==> src/rtl/mux_arb_pkg.sv <==
// Shared constants and helpers for the four-requester round-robin arbiter.
package mux_arb_pkg;

   localparam int NUM_REQ = 4;
   localparam int SEL_W   = 2;

   localparam logic [0:0] IDLE  = 1'b0;
   localparam logic [0:0] GRANT = 1'b1;

   function automatic logic [NUM_REQ-1:0] onehot(input logic [SEL_W-1:0] idx);
      return NUM_REQ'(1) << idx;
   endfunction

endpackage

==> src/rtl/rr_pick4.sv <==
// Rotating-priority search: first set bit of req at or above ptr (mod 4),
// optionally skipping one excluded index.
module rr_pick4
   import mux_arb_pkg::*;
(
   input  logic [NUM_REQ-1:0] req,
   input  logic [SEL_W-1:0]   ptr,
   input  logic               excl_en,
   input  logic [SEL_W-1:0]   excl,
   output logic               valid,
   output logic [SEL_W-1:0]   idx
);

   logic [SEL_W-1:0] cand;

   always_comb begin
      valid = 1'b0;
      idx   = ptr;
      cand  = ptr;
      for (int off = 0; off < NUM_REQ; off++) begin
         cand = ptr + SEL_W'(off);
         if (!valid && req[cand] && !(excl_en && (cand == excl))) begin
            valid = 1'b1;
            idx   = cand;
         end
      end
   end

endmodule

==> src/rtl/mux4_rr_arbiter.sv <==
// Round-robin arbiter with bounded hold time driving a shared 4:1 data path.
// req/gnt is level based: a requester keeps req high for as long as it wants the path.
module mux4_rr_arbiter
   import mux_arb_pkg::*;
#(
   parameter int DATA_W   = 8,
   parameter int MAX_HOLD = 4
) (
   input  logic               clk,
   input  logic               rst_n,
   input  logic [NUM_REQ-1:0] req,
   input  logic [DATA_W-1:0]  d0,
   input  logic [DATA_W-1:0]  d1,
   input  logic [DATA_W-1:0]  d2,
   input  logic [DATA_W-1:0]  d3,
   output logic [NUM_REQ-1:0] gnt,
   output logic               s1,
   output logic               s0,
   output logic [DATA_W-1:0]  out_data,
   output logic               out_valid,
   output logic [0:0]         dbg_state
);

   localparam logic [3:0] HOLD_LAST = 4'(MAX_HOLD - 1);

   logic [0:0]         state, nxt_state;
   logic [SEL_W-1:0]   sel, nxt_sel;
   logic [SEL_W-1:0]   ptr, nxt_ptr;
   logic [3:0]         hold_cnt, nxt_hold;
   logic [NUM_REQ-1:0] nxt_gnt;
   logic               nxt_valid;
   logic               pick_valid;
   logic [SEL_W-1:0]   pick_idx;
   logic               owner_req;
   logic               take_new;

   // While granting, the owner is excluded so a hold-limit rotation always moves on.
   rr_pick4 u_pick (
      .req     (req),
      .ptr     (ptr),
      .excl_en (state == GRANT),
      .excl    (sel),
      .valid   (pick_valid),
      .idx     (pick_idx)
   );

   assign owner_req = req[sel];

   always_comb begin
      nxt_state = state;
      nxt_gnt   = gnt;
      nxt_sel   = sel;
      nxt_valid = out_valid;
      nxt_ptr   = ptr;
      nxt_hold  = hold_cnt;
      take_new  = 1'b0;
      if (state == GRANT) begin
         if (!owner_req) begin
            if (pick_valid) begin
               take_new = 1'b1;
            end else begin
               nxt_state = IDLE;
               nxt_gnt   = '0;
               nxt_valid = 1'b0;
            end
         end else if ((hold_cnt == HOLD_LAST) && pick_valid) begin
            take_new = 1'b1;
         end else if (hold_cnt != HOLD_LAST) begin
            nxt_hold = hold_cnt + 4'd1;
         end
      end else begin
         take_new = pick_valid;
      end
      if (take_new) begin
         nxt_state = GRANT;
         nxt_gnt   = onehot(pick_idx);
         nxt_sel   = pick_idx;
         nxt_valid = 1'b1;
         nxt_ptr   = pick_idx + 2'd1;
         nxt_hold  = 4'd0;
      end
   end

   always_ff @(posedge clk or negedge rst_n) begin
      if (!rst_n) begin
         state     <= IDLE;
         gnt       <= '0;
         sel       <= '0;
         out_valid <= 1'b0;
         ptr       <= '0;
         hold_cnt  <= '0;
      end else begin
         state     <= nxt_state;
         gnt       <= nxt_gnt;
         sel       <= nxt_sel;
         out_valid <= nxt_valid;
         ptr       <= nxt_ptr;
         hold_cnt  <= nxt_hold;
      end
   end

   always_comb begin
      case (sel)
         2'd0:    out_data = d0;
         2'd1:    out_data = d1;
         2'd2:    out_data = d2;
         default: out_data = d3;
      endcase
   end

   assign s1        = sel[1];
   assign s0        = sel[0];
   assign dbg_state = state;

endmodule

==> config.mk <==
export PLATFORM = sky130hd
export DESIGN_NAME = mux4_rr_arbiter
export DESIGN_NICKNAME = d
export VERILOG_FILES = /design/src/rtl/mux_arb_pkg.sv /design/src/rtl/rr_pick4.sv /design/src/rtl/mux4_rr_arbiter.sv
export SDC_FILE = /design/constraint.sdc
export NUM_CORES = 1
export LEC_CHECK = 0
export CORE_ASPECT_RATIO = 1.25
export CORE_MARGIN = 2
export CORE_UTILIZATION = 41
export CTS_BUF_LIST = sky130_fd_sc_hd__clkbuf_16
export DETAILED_ROUTE_END_ITERATION = 8
export PLACE_DENSITY = 0.8
export SKIP_CTS_REPAIR_TIMING = 1
export SYNTH_ARGS = -nofsm -noshare
export SYNTH_HDL_FRONTEND = slang
export SYNTH_SLANG_ARGS = --single-unit
==> constraint.sdc <==
create_clock -name clk -period 3.35 [get_ports clk]
set_input_delay 0.67 -clock clk [delete_from_list [all_inputs] [get_ports clk]]
set_output_delay 0.67 -clock clk [all_outputs]
set_load 0.01 [all_outputs]
==> summary.txt, run 1 <==
Floorplanning
  • Floorplan row count: 21
  • I/O pins: 54
  • Die X: 51.8 µm
  • Die height: 63.7 µm
  • Floorplan core area: 2710 µm²
  • Initial Util: 43.2%
  • Die area: 3300 µm²

Synth
  • Synth warn: 0
  • Register area share after synthesis: 29.9%
  • Count of different cell masters after synthesis: 44
  • Asr flop ratio synth: 100%
  • Most common flop cell mapped by yosys: dfrtp_1
  • Syn Inst Count: 113
  • Mapped Area: 1170 µm²
  • Area leader, netlist: dfrtp_1
  • Synth top area cells: dfrtp_1 30%, mux4_2 17%, ha_1 5.3%
  • Post-synth EDFFs: 0
  • Yosys top cell area share: 29.9%
  • Flops & latches, synth: 14
  • Synth Net Count: 156
  • Synthesized area per cell: 10.4 µm²

Setup path
  • Reg2reg setup slack: 0.62 ns
  • Critical path launch point type: input pin
  • Crit path max-delay cell type: clkdlybuf4s50_1
  • CP endpoint kind: register
  • CP Class: in2reg
  • Worst-path fanout max: 7
  • R2R Path Start: sel[1]
  • CP max stage delay: 0.50 ns
  • Worst Reg-to-Reg Cells: 7
  • Crit-path cells: clkdlybuf4s50_1 -> nor2b_1 -> a32o_1 -> o311ai_1 -> nand3_1 -> or2_2 -> ha_1 -> mux2_2
  • R2R Path End: ptr[1]
  • Worst EP required: 3.47 ns
  • Worst EP arrival: 2.93 ns

GRT
  • Initial antenna violation count: 0
  • All-Layer GR Usage: 22.6%
  • Largest net degree at the start of global routing: 15
  • First-pass GRT wire length: 5600 µm
  • Vias in the first global route: 1187
  • Total gr overflow: 0

Clock network
  • Clock latency on the worst-skew pair: 0.24 ns
  • Clk slew on worst S/H paths: 0.05 ns
  • CTS tree: done
  • CTS max path bufs: 2
  • CTS root buf: clkbuf_16
  • TritonCTS buffer count: 3
  • H-tree depth: 1
  • Clock sinks: 14

Hold path
  • Worst Min Path Start: out_valid
  • Hold endpoint: out_valid
  • Hold path cells: 1
  • Hold Crit Class: reg2reg

Timing
  • Fin crit share: 83.7%
  • Final WS setup: 0.545 ns
  • Final setup vio count: 0
  • Slew HR: 58.1%
  • Final Hold Vio Count: 0
  • RSZ-0062 raised after global routing: false
  • Slew Viols, Final: 0
  • Worst-Margin Slew: 0.626 ns
  • Tmin final: 2.80 ns
  • Setup TNS: 0 ns
  • FMAX: 357 MHz
  • Clock Skews: 0.00233 ns

Power
  • Worst vdd ir: 0.686 mV
  • Lkg Pwr: 0.000716 µW
  • P per Cell Area: 916 nW/µm²

Route
  • First-pass detailed-route iteration total: 5
  • Drt drc: 0
  • Number of DRC markers in iteration 0: 27
  • Post-DRT Antenna Nets: 0
  • DR vias: 1188
  • Routed len/inst: 18.1 µm
  • DR vias/cell: 5.94
  • Routed WL: 3620 µm

Placement
  • PortBufs: 53
  • DP Area: 1730 µm²
  • Post-Place Setup Slack: 0.314 ns
  • Total placed cells including tap cells: 196
  • Final Wtd Congestion: 0.848
  • Post-DP HPWL: 2800 µm

Layout
  • Share of layout cells above drive strength 1: 15.1%
  • Commonest non-fill, non-tap cell in the layout: clkdlybuf4s50_1
  • Final #Nets: 210
  • Non-Filler Instances: 200
  • Syn-to-layout area delta: 55.0%
  • Ant diodes: 0
  • Commonest non-fill, non-tap cells in the layout: 53 x clkdlybuf4s50_1, 14 x dfrtp_1, 9 x mux4_2
  • Filler Cells Inserted: 209
  • Finished layout cell area: 1810 µm²

Run status
  • Outcome: finished clean

Job
  • Max-cap violation count: 0
[report_power, final]
group          internal [µW]  switching (µW)  leakage (µW)  total (µW)
combinational            599             477      0.000510        1080
sequential               246             114      0.000167         359
clock                    158            67.8     0.0000385         225
[cell usage after synthesis, types with 2 or more instances]
cell,instances
nor2_1,4
nor3b_1,2
dfrtp_1,14
nand3b_1,2
nand2_1,5
clkbuf_1,5
inv_1,3
a21o_1,3
mux4_2,9
a21oi_1,8
nor2b_1,4
o21a_1,2
a21boi_0,3
o221a_2,4
nand2b_1,2
nor3_1,2
nand3_1,5
ha_1,5
o21ai_0,3
o22ai_1,3
o2bb2ai_1,2
[how the worst max path moves through the flow]
| stage | depth (start not counted) | endpoint | from | slack [ns] |
|---|---|---|---|---|
| after global placement | 8 | ptr[1] | req[0] | 0.38 |
| after floorplan | 8 | ptr[1] | sel[0] | 0.85 |
| final | 8 | ptr[1] | req[0] | 0.55 |
| after CTS | 8 | ptr[1] | req[0] | 0.56 |
| after global routing | 8 | ptr[1] | req[0] | 0.46 |
| after detailed placement | 8 | ptr[1] | req[0] | 0.31 |
[layout make-up]
class / count / area (µm²) / share of cell area [%]
clock buffers: 3 / 75.1 / 4.14
clock inverters: 1 / 3.75 / 0.207
inverters: 3 / 11.3 / 0.621
multi-input cells: 88 / 769 / 42.4
flip-flops and latches: 14 / 350 / 19.3
well taps: 34 / 42.5 / 2.35
repair buffers: 57 / 561 / 30.9
[metal layers]
metal | vias to the layer above | part of all wire (%) | GRT usage, %
li1 | 553 | - | -
met2 | 62 | 51 | 42.5
met3 | 6 | 10 | 5.45
met5 | - | 0 | 0
met4 | 0 | 1.6 | 8.22
met1 | 567 | 37 | 23.3
[cell families (layout without fill, tap and decap cells)]
logic type,Yosys count,in the layout,synth area share (%)
buf+inv,11,64,4.28
fa+ha+maj,5,5,5.35
simple gates,33,33,16.3
mux,11,11,19.1
flops,14,14,29.9
compound gates,39,39,25.0
[sequential cells by signal (all words and copies together), names as in the netlist]
signal	flops
dbg_state	1
gnt	4
hold_cnt	4
out_valid	1
ptr	2
sel	2
[metrics by stage]
step	utilization, %	power (µW)	hold WS, ns
floorplan	-	1020	0.374
global placement	64.1	1400	0.466
detailed placement	64.1	1430	0.475
CTS	67.0	1660	0.490
global route	67.0	1770	0.504
finish	67.0	1660	0.489
[worst max-delay path, delay by kind of cell]
family	cells	cell delay, ns
adder cells (fa/ha/maj)	1	0.27
AND/OR/NAND/NOR	3	0.66
multiplexers	1	0.27
buffers and inverters	1	0.50
AO/OA/AOI/OAI	2	0.55
Power figures use the tool's default switching activity.
==> run 2: changes to the inputs <==
clock period = 2.6 ns   (was 3.35 ns; I/O delays follow)
==> run 2 against run 1 <==
Against the previous run:
- non-clock buffer count rose by 15
- core utilization rose by 4.5 points
- final area rose by 6.7%
- critical endpoint unchanged
- largest cell class unchanged
==> summary.txt, run 2 (same netlist as run 1, synthesis figures left out) <==
Floorplanning
  • Initial Util: 43.2%
  • Floorplan core area: 2710 µm²
  • Die X: 51.8 µm
  • Die area: 3300 µm²
  • Floorplan row count: 21
  • I/O pins: 54
  • Die height: 63.7 µm

Layout
  • Top flop regs: gnt (4), hold_cnt (4)
  • Ant diodes: 0
  • Commonest non-fill, non-tap cells in the layout: 53 x clkdlybuf4s50_1, 19 x buf_4, 13 x dfrtp_1
  • Filler Cells Inserted: 212
  • Final #Nets: 225
  • Non-Filler Instances: 215
  • Commonest non-fill, non-tap cell in the layout: clkdlybuf4s50_1
  • Share of layout cells above drive strength 1: 23.2%
  • Syn-to-layout area delta: 65.3%

Timing
  • Worst-Margin Slew: 0.640 ns
  • Final setup vio count: 0
  • FMAX: 399 MHz
  • Final Hold Vio Count: 0
  • Slew Viols, Final: 0
  • Clock Skews: 0.00107 ns
  • Tmin final: 2.51 ns
  • Fin crit share: 96.4%
  • RSZ-0062 raised after global routing: false
  • Setup TNS: 0 ns
  • Slew HR: 57.2%
  • Hold_ws: 0.489 ns

Power
  • Lkg Pwr: 0.000787 µW
  • P per Cell Area: 1190 nW/µm²
  • Worst vdd ir: 0.807 mV

Placement
  • Post-DP HPWL: 2890 µm
  • PortBufs: 53
  • Final Wtd Congestion: 0.906
  • Total placed cells including tap cells: 208

Setup path
  • R2R Path End: ptr[1]
  • CP Class: in2reg
  • Worst Reg-to-Reg Cells: 7
  • CP endpoint kind: register
  • Worst EP arrival: 2.63 ns
  • Reg2reg setup slack: 0.11 ns
  • R2R Path Start: sel[0]
  • Worst Setup EP: ptr[1]
  • CP Launch Point: req[3]
  • Worst-path fanout max: 8
  • Worst EP required: 2.72 ns
  • Critical path launch point type: input pin

Route
  • Drt drc: 0
  • Post-DRT Antenna Nets: 0
  • Routed WL: 3820 µm
  • Number of DRC markers in iteration 0: 29
  • DR vias/cell: 5.88
  • First-pass detailed-route iteration total: 4
  • DR vias: 1265
  • Routed len/inst: 17.8 µm

GRT
  • Initial antenna violation count: 0
  • Top Usage Layer GRT: met2
  • M1 GR Usage: 25.9%
  • GR Util met2: 44.7%
  • First-pass GRT wire length: 6040 µm
  • GR Util met3: 5.69%
  • All-Layer GR Usage: 24.3%
  • Largest net degree at the start of global routing: 15
  • Total gr overflow: 0
  • Vias in the first global route: 1307

Clock network
  • CTS root buf: clkbuf_16
  • TritonCTS buffer count: 3
  • CTS max path bufs: 2
  • Clock sinks: 14
  • H-tree depth: 1
  • CTS tree: done
  • Clock latency on the worst-skew pair: 0.24 ns
  • Clk slew on worst S/H paths: 0.04 ns

Run status
  • Outcome: finished clean

Hold path
  • Hold Crit Class: reg2reg

Job
  • Max-cap violation count: 0
[run 2: cell count changes in the layout (fill, tap and decap cells not counted), sizes merged]
| cell | previous run | this run |
|---|---|---|
| buf | 4 | 19 |
[run 2: critical path, cell delays in order]
cell             delay [ns]
clkdlybuf4s50_1        0.48
buf_4                  0.15
a21boi_0               0.18
o22ai_1                0.13
a32oi_1                0.40
and2_1                 0.24
ha_1                   0.25
mux2_2                 0.27
[run 2: area by class of cell]
class,count,area (µm²),share of cell area (%)
Clock buffer,3,75.1,3.88
Clock inverter,1,3.75,0.194
Inverter,3,11.3,0.582
Multi-Input combinational cell,88,777,40.2
Sequential cell,14,352,18.2
Tap cell,34,42.5,2.20
Timing Repair Buffer,72,673,34.8
[run 2: per-layer routing]
layer,part of all wire (%),vias up
li1,-,585
met1,38,609
met2,51,66
met3,9.7,5
met4,1.2,0
met5,0,-
[run 2: metrics by stage]
stage | setup slack (ns) | util [%] | total power, µW | instance area, µm²
after floorplan | 0.100 | - | 1310 | 1170
after global routing | 0.0514 | 71.5 | 2450 | 1930
final | 0.0943 | 71.5 | 2300 | 1930
after global placement | -0.0377 | 67.4 | 1890 | 1820
after CTS | 0.0477 | 70.3 | 2250 | 1900
after detailed placement | -0.104 | 67.4 | 1940 | 1820
[run 2: where the power goes]
| part | switching (µW) | total [µW] | leakage [µW] | internal, µW |
|---|---|---|---|---|
| logic | 720 | 1610 | 0.000582 | 886 |
| registers | 87.2 | 406 | 0.000166 | 319 |
| clock network | 84.8 | 288 | 0.0000385 | 203 |
[run 2: worst min-delay path by stage]
stage | startpoint | endpoint | slack, ns | cells after the start
global route | out_valid | out_valid | 0.50 | 1
floorplan | rst_n | dbg_state | 0.22 | 0
detailed placement | out_valid | out_valid | 0.47 | 1
global placement | out_valid | out_valid | 0.46 | 1
CTS | out_valid | out_valid | 0.48 | 1
finish | out_valid | out_valid | 0.49 | 1
==> run 3: changes to the inputs <==
CTS_BUF_LIST = unset   (was sky130_fd_sc_hd__clkbuf_16)
==> run 3 against run 2 <==
Against the previous run:
- sequential cell count unchanged
- sequential share of layout area up 0.48 points
- maximum frequency down 1.0%
- hold slack better by 0.0046 ns
- total power down 7.3%
- clock skew down 0.00057 ns
- first-iteration DRC count down 31%
- final area down 2.6%
- critical path depth down 1
- core utilization down 1.8 points
- via count down 0.79%
- combinational power down 2%
==> summary.txt, run 3 (same netlist as run 1, synthesis figures left out) <==
Setup path
  • Worst Reg-to-Reg Cells: 7
  • Worst EP required: 2.77 ns
  • CP Class: reg2reg
  • Critical path launch point type: register
  • R2R Path Start: sel[0]
  • R2R Path End: ptr[1]
  • CP Launch Point: sel[0]
  • Worst-path fanout max: 6
  • Worst Setup EP: ptr[1]
  • Reg2reg setup slack: 0.07 ns
  • CP endpoint kind: register
  • Worst EP arrival: 2.70 ns

Run status
  • Outcome: finished clean

Timing
  • RSZ-0062 raised after global routing: false
  • Worst-Margin Slew: 0.647 ns
  • FMAX: 395 MHz
  • Final WS setup: 0.0678 ns
  • Slew HR: 56.7%
  • Tmin final: 2.53 ns
  • Slew Viols, Final: 0
  • Final setup vio count: 0
  • Final Hold Vio Count: 0
  • Fin crit share: 97.4%
  • Clock Skews: 0.000504 ns

GRT
  • First-pass GRT wire length: 5880 µm
  • Initial antenna violation count: 0
  • Vias in the first global route: 1266
  • Total gr overflow: 0
  • Largest net degree at the start of global routing: 15
  • All-Layer GR Usage: 23.2%

Route
  • Drt drc: 0
  • First-pass detailed-route iteration total: 4
  • Number of DRC markers in iteration 0: 20
  • Routed len/inst: 17.1 µm
  • DR vias: 1255
  • Routed WL: 3660 µm
  • DR vias/cell: 5.86
  • Post-DRT Antenna Nets: 0

Clock network
  • Clock latency on the worst-skew pair: 0.28 ns
  • CTS max path bufs: 2
  • Clock sinks: 14
  • TritonCTS buffer count: 3
  • H-tree depth: 1
  • CTS root buf: clkbuf_4
  • Clk slew on worst S/H paths: 0.08 ns
  • CTS tree: done

Hold path
  • Hold Crit Class: reg2reg

Floorplanning
  • Die height: 63.7 µm
  • Floorplan core area: 2710 µm²
  • I/O pins: 54
  • Initial Util: 43.2%
  • Floorplan row count: 21
  • Die area: 3300 µm²
  • Die X: 51.8 µm

Layout
  • Syn-to-layout area delta: 61.1%
  • Final #Nets: 224
  • Commonest non-fill, non-tap cells in the layout: 53 x clkdlybuf4s50_1, 18 x buf_4, 13 x dfrtp_1
  • Finished layout cell area: 1880 µm²
  • Commonest non-fill, non-tap cell in the layout: clkdlybuf4s50_1
  • Ant diodes: 0
  • Filler Cells Inserted: 219
  • Top flop regs: gnt (4), hold_cnt (4)
  • Share of layout cells above drive strength 1: 23.3%

Power
  • Lkg Pwr: 0.000764 µW
  • Worst vdd ir: 0.874 mV
  • Tot Pwr: 2130 µW
  • P per Cell Area: 1130 nW/µm²

Placement
  • PortBufs: 53
  • Final Wtd Congestion: 0.906
  • DP Area: 1820 µm²
  • Post-Place Setup Slack: -0.104 ns
  • Post-DP HPWL: 2890 µm

Job
  • Max-cap violation count: 0
-- run 3: worst min-delay path by stage --
stage                    from         to  slack (ns)  depth (start not counted)
floorplan               rst_n  dbg_state        0.22                          0
global route        out_valid  out_valid        0.51                          1
detailed placement  out_valid  out_valid        0.47                          1
global placement    out_valid  out_valid        0.46                          1
finish              out_valid  out_valid        0.49                          1
CTS                 out_valid  out_valid        0.49                          1
-- run 3: power by group --
group          internal, µW  total, µW  switching, µW
clock                  85.1        155           69.5
combinational           874       1570            694
sequential              317        410           92.1
total                  1280       2130            855
-- run 3: critical path, stage by stage (launching register included) --
cell and delay (ns):
dfrtp_2 0.45, or3b_4 0.43, a32o_1 0.26, or4b_1 0.53
nand3_1 0.13, or2_2 0.14, ha_1 0.23, mux2_2 0.26
-- run 3: per-stage QoR --
step | cells | utilization [%] | hold slack, ns | setup TNS, ns
floorplan | 113 | - | 0.224 | 0
global placement | 208 | 67.4 | 0.461 | -0.0377
detailed placement | 208 | 67.4 | 0.471 | -0.141
CTS | 212 | 68.7 | 0.492 | 0
global route | 214 | 69.6 | 0.509 | 0
finish | 214 | 69.6 | 0.493 | 0
-- run 3: final cells by class --
| cell class | count | area, µm² | share of cell area [%] |
|---|---|---|---|
| Sequential cell | 14 | 352 | 18.7 |
| Multi-Input combinational cell | 88 | 777 | 41.2 |
| Timing Repair Buffer | 71 | 666 | 35.3 |
| Clock buffer | 4 | 36.3 | 1.93 |
| Tap cell | 34 | 42.5 | 2.26 |
| Inverter | 3 | 11.3 | 0.598 |
-- run 3: per-layer routing --
metal / global-route usage, % / vias up / routed length [µm]
li1: - / 584 / -
met1: 25.5 / 593 / 1340
met2: 42.3 / 70 / 1870
met3: 4.98 / 8 / 373
met4: 8.55 / 0 / 67
met5: 0 / - / 0
